`config.mk`:
```
export PLATFORM = sky130hd
export DESIGN_NAME = rca_seq_add_ctrl
export DESIGN_NICKNAME = d
export VERILOG_FILES = /design/src/rtl/rca_seq_pkg.sv /design/src/rtl/rca_slice4.sv /design/src/rtl/rca_seq_add_ctrl.sv
export SDC_FILE = /design/constraint.sdc
export NUM_CORES = 1
export LEC_CHECK = 0
export BUFFER_PORTS_ARGS = -buffer_cell sky130_fd_sc_hd__clkbuf_2
export CELL_PAD_IN_SITES_DETAIL_PLACEMENT = 1
export CELL_PAD_IN_SITES_GLOBAL_PLACEMENT = 1
export CORE_MARGIN = 3
export CORE_UTILIZATION = 43
export DETAILED_ROUTE_END_ITERATION = 8
export PLACE_DENSITY_LB_ADDON = 0.1
export SYNTH_ARGS = -nofsm -noshare
export SYNTH_HDL_FRONTEND = slang
export SYNTH_SLANG_ARGS = --single-unit
```
`constraint.sdc`:
```
create_clock -name clk -period 3.95 [get_ports clk]
set_input_delay 0.395 -clock clk [delete_from_list [all_inputs] [get_ports clk]]
set_output_delay 0.395 -clock clk [all_outputs]
set_load 0.02 [all_outputs]
```
`src/rtl/rca_seq_pkg.sv`:
```
// Shared types and sizing helpers for the sequential ripple-carry adder front end.
package rca_seq_pkg;

  typedef enum logic [1:0] {
    IDLE = 2'd0,
    ADD  = 2'd1,
    DONE = 2'd2
  } state_e;

  localparam int SLICE_W = 4;

  function automatic int calc_nslice(input int width);
    return width / SLICE_W;
  endfunction

  // A single-slice build still needs a 1-bit index register.
  function automatic int calc_idx_w(input int width);
    int n;
    n = width / SLICE_W;
    return (n <= 1) ? 1 : $clog2(n);
  endfunction

endpackage

```
`src/rtl/rca_slice4.sv`:
```
// Combinational 4-bit ripple-carry adder slice built from full-adder cells.
module rca_slice4 (
  input  logic [3:0] a4,
  input  logic [3:0] b4,
  input  logic       ci,
  output logic [3:0] s4,
  output logic       co
);

  logic [4:0] c;

  assign c[0] = ci;

  for (genvar i = 0; i < 4; i++) begin : g_fa
    assign s4[i]  = a4[i] ^ b4[i] ^ c[i];
    assign c[i+1] = (a4[i] & b4[i]) | (c[i] & (a4[i] ^ b4[i]));
  end

  assign co = c[4];

endmodule

```
`src/rtl/rca_seq_add_ctrl.sv`:
```
// WIDTH-bit adder that reuses one 4-bit slice over WIDTH/4 cycles, LSB nibble first.
// Optional macro RCA_SEQ_OVF_FLAG_EN adds a signed-overflow output ovf.
module rca_seq_add_ctrl
  import rca_seq_pkg::*;
#(
  parameter int WIDTH = 16
) (
  input  logic             clk,
  input  logic             rst,
  input  logic             in_valid,
  output logic             in_ready,
  input  logic [WIDTH-1:0] a,
  input  logic [WIDTH-1:0] b,
  input  logic             cin,
  output logic             out_valid,
  input  logic             out_ready,
  output logic [WIDTH-1:0] sum,
  output logic             cout,
  output logic             busy
`ifdef RCA_SEQ_OVF_FLAG_EN
  ,
  output logic             ovf
`endif
);

  localparam int NSLICE = calc_nslice(WIDTH);
  localparam int IDX_W  = calc_idx_w(WIDTH);

  localparam logic [1:0] ST_IDLE = IDLE;
  localparam logic [1:0] ST_ADD  = ADD;
  localparam logic [1:0] ST_DONE = DONE;

  localparam logic [IDX_W-1:0] LAST_IDX = IDX_W'(NSLICE - 1);

  if ((WIDTH % SLICE_W) != 0 || WIDTH < SLICE_W) begin : g_bad_width
    $fatal(1, "rca_seq_add_ctrl: WIDTH=%0d must be a multiple of 4 and >= 4", WIDTH);
  end

  // Handshake: a transfer happens on a rising edge where valid && ready are both
  // high; valid never depends on ready, and a producer must hold its data until then.
  logic [1:0]       state;
  logic [IDX_W-1:0] idx;
  logic [WIDTH-1:0] a_q;
  logic [WIDTH-1:0] b_q;
  logic [WIDTH-1:0] sum_q;
  logic             carry_q;
  logic             cout_q;

  logic [IDX_W+1:0] base;
  logic [3:0]       a4;
  logic [3:0]       b4;
  logic [3:0]       s4;
  logic             co;

  assign base = {idx, 2'b00};
  assign a4   = a_q[base +: SLICE_W];
  assign b4   = b_q[base +: SLICE_W];

  rca_slice4 u_slice (
    .a4 (a4),
    .b4 (b4),
    .ci (carry_q),
    .s4 (s4),
    .co (co)
  );

`ifdef RCA_SEQ_OVF_FLAG_EN
  logic ovf_q;
  logic msb_cin;

  // Carry into bit 3 of the top slice is recoverable from its sum and operand bits.
  assign msb_cin = s4[3] ^ a4[3] ^ b4[3];
`endif

  always_ff @(posedge clk or posedge rst) begin
    if (rst) begin
      state   <= ST_IDLE;
      idx     <= '0;
      a_q     <= '0;
      b_q     <= '0;
      sum_q   <= '0;
      carry_q <= 1'b0;
      cout_q  <= 1'b0;
`ifdef RCA_SEQ_OVF_FLAG_EN
      ovf_q   <= 1'b0;
`endif
    end else begin
      case (state)
        ST_IDLE: begin
          if (in_valid) begin
            a_q     <= a;
            b_q     <= b;
            carry_q <= cin;
            sum_q   <= '0;
            idx     <= '0;
            state   <= ST_ADD;
          end
        end
        ST_ADD: begin
          sum_q[base +: SLICE_W] <= s4;
          carry_q                <= co;
          if (idx == LAST_IDX) begin
            idx    <= '0;
            cout_q <= co;
`ifdef RCA_SEQ_OVF_FLAG_EN
            ovf_q  <= msb_cin ^ co;
`endif
            state  <= ST_DONE;
          end else begin
            idx <= idx + 1'b1;
          end
        end
        ST_DONE: begin
          if (out_ready) begin
            state <= ST_IDLE;
          end
        end
        default: begin
          state <= ST_IDLE;
        end
      endcase
    end
  end

  assign in_ready  = (state == ST_IDLE);
  assign out_valid = (state == ST_DONE);
  assign busy      = (state == ST_ADD) || (state == ST_DONE);
  assign sum       = sum_q;
  assign cout      = cout_q;
`ifdef RCA_SEQ_OVF_FLAG_EN
  assign ovf       = ovf_q;
`endif

endmodule

```
==> summary.txt <==
Run status
  • Status: finished clean

Global routing
  • Initial antenna violation count: 0
  • Vias in the first global route: 1,839
  • Gr usage total: 16.69%
  • First-pass GRT wire length: 9404 µm
  • Overflow after GRT: 0
  • Largest net degree at the start of global routing: 55

Critical path
  • Setup CP Type: reg -> reg
  • Delay of the slowest cell on the worst path: 570 ps
  • Slowest CP cell: dfrtp_1
  • Worst R2R Start: idx[0]
  • Internal reg-to-reg setup slack: 870 ps
  • Reg2reg end: sum[7]
  • Crit path launch: idx[0]
  • Critical path buffers and inverters: 4
  • Endpoint class of the critical path: flip-flop
  • Reg2Reg Depth: 9
  • Levels on crit path: 9
  • CP Capture Point: sum[7]
  • Worst Path Max Fanout: 10
  • Critical Path AT: 3280 ps
  • Crit path launch type: flip-flop
  • Critical path's top delay family: adder cells
  • Worst-path cell chain: buf_4, mux4_2, fa_1, inv_1, fa_1, inv_1, fa_1, inv_1, o41ai_1
  • Crit path required time: 4150 ps

Cells and area
  • Layout area overhead: 17.27%
  • # diodes: 0
  • Fraction of layout cells with a size suffix above 1: 44.40%
  • Most common cell after layout, fill and taps aside: clkbuf_2
  • Fin nets: 298
  • Most frequent cells in the layout: 56 x clkbuf_2, 54 x dfrtp_1, 33 x mux2_2

Synthesis
  • Yosys top cell area share: 52.10%
  • Cells after Synth: 193
  • Syn. warnings: 0
  • Mapped Nets: 241
  • Mapped Area: 0.002594 mm²
  • Seq/Total Area, Yosys: 52.10%
  • Synthesized flop and latch total: 54
  • Dominant cells by area after synthesis: dfrtp_1 52%, mux2_2 14%, mux4_2 6.9%
  • Post-synth cell types: 29
  • Syn avg cell area: 13.44 µm²
  • Synth area leader: dfrtp_1

Detailed routing
  • Vias post-DR: 1,715
  • Metal3 WL: 224 µm
  • DRC violations left: 0
  • M1 wire length: 2354 µm
  • 1st-pass router iterations: 4
  • Max layer used: met4
  • Antenna-violating nets left: 0
  • Vias per cell: 5.326
  • 1st-iter DRT viols: 34
  • Routed WL: 5539 µm
  • Met2 wire length: 2929 µm
  • Routed length per instance: 17.20 µm

Clock network
  • Worst-skew pair later-pin latency: 300 ps
  • Clock transition at path regs: 100 ps
  • Root Buffer: clkbuf_8
  • Post-cts sizing count: 0
  • H-tree depth: 2
  • CTS tree: built
  • Setup repair bufs after CTS: 0
  • Hold_buf cts: 0
  • TritonCTS buffer count: 5
  • Maximum root-to-sink buffer count: 2
  • # clock sinks: 54

Timing
  • Slew margin rel.: 41.78%
  • Max-slew violations: 0
  • Fin. Hold Viols: 0
  • Part of the cycle the worst path needs: 77.85%
  • Setup TNS: 0 ps
  • Max Clk Rate: 325.2 MHz
  • Setup ws final: 874.9 ps
  • Clk_skew: 8.290 ps
  • Min Tclk post-route: 3075 ps
  • Least-Margin Pin Slew: 856.4 ps
  • Endpoints failing setup: 0
  • RSZ-0062 raised after global routing: false

Die
  • Die H: 83.67 µm
  • Top Ports: 57
  • Starting Density: 45.70%
  • Total Die Area: 0.007000 mm²
  • Row count: 27
  • Die width: 83.67 µm
  • Core Area: 0.005675 mm²

Placed design
  • GPL Wtd Cong: 0.7369
  • Pre-CTS WS: 846.5 ps
  • Port bufs: 56
  • Dpl hpwl: 4235 µm

Hold path
  • Min-Delay Path Class: in -> async

Power
  • Peak VDD IR: 398.8 µV
  • Pwr dens: 891.6 mW/mm²
  • Static leakage: 1.434 nW

Run
  • Max-cap violations: 0
[through the flow]
step	utilization (%)	total power, mW	hold slack, ps	std cells	area (µm²)
floorplan	-	1.974	473.9	193	2594
finish	53.59	2.712	251.2	322	3042
global route	53.59	2.937	296.5	322	3042
global placement	51.61	2.333	477.0	315	2929
CTS	53.59	2.760	282.7	322	3042
detailed placement	51.61	2.377	482.3	315	2929
[state kept, by name, indices dropped and copies added (netlist names)]
| register | cells |
|---|---|
| a_q | 16 |
| b_q | 16 |
| sum | 16 |
| idx | 2 |
| state | 2 |
| carry_q | 1 |
| cout | 1 |
[how the worst min path moves through the flow]
stage          startpoint       to  slack [ps]  depth (start not counted)
2_1_floorplan     a_q[10]  a_q[10]         470                          1
3_3_place_gp       sum[9]   sum[9]         480                          1
3_5_place_dp      sum[14]  sum[14]         480                          2
4_1_cts               rst   sum[9]         280                          3
6_report              rst  a_q[10]         250                          3
5_1_grt              a[5]   a_q[5]         300                          2
[synthesized netlist by cell type (all sizes together)]
cell	number
o41ai	4
mux2i	1
fa	4
o21ai	14
buf	6
mux4	8
or2b	1
o32a	1
nand4	4
clkbuf	2
nand2	6
o31ai	10
mux2	34
nand2b	3
o22ai	1
nor2b	3
o2bb2ai	3
nand3	3
ha	7
dfrtp	54
inv	18
a31oi	4
and2b	1
o21a	1
[worst min-delay path, stage by stage]
cell,delay (ps)
clkbuf_2,90
inv_2,40
buf_4,530
[per-layer routing]
layer	vias to the layer above	GRT usage, %
li1	816	-
met1	859	21.13
met2	35	29.21
met3	5	3.850
met4	0	3.509
met5	-	0
[cell type report]
class                           instances  area, µm²
Fill cell                             630       2634
Timing Repair Buffer                   58      295.3
Tap cell                               72      90.09
Clock inverter                          1      30.03
Multi-Input combinational cell        113       1125
Clock buffer                            6      82.58
Inverter                               18      67.56
Sequential cell                        54       1351
[report_power, final]
part	switching [mW]	total, mW	internal [mW]	leakage, nW
Combinational	0.785	1.41	0.622	0.704
Sequential	0.151	0.927	0.776	0.673
Clock	0.175	0.378	0.203	0.0573
[cells by family (layout without fill, tap and decap cells)]
family                   count (synthesis)  count (layout)  synth area share [%]
AO/OA/AOI/OAI                           38              38                 9.986
AND/OR/NAND/NOR                         21              21                 4.535
multiplexers                            43              43                 22.38
adder cells (fa/ha/maj)                 11              11                 6.464
flip-flops                              54              54                 52.10
buffers and inverters                   26              83                 4.534
(Power assumes the default switching activity.)
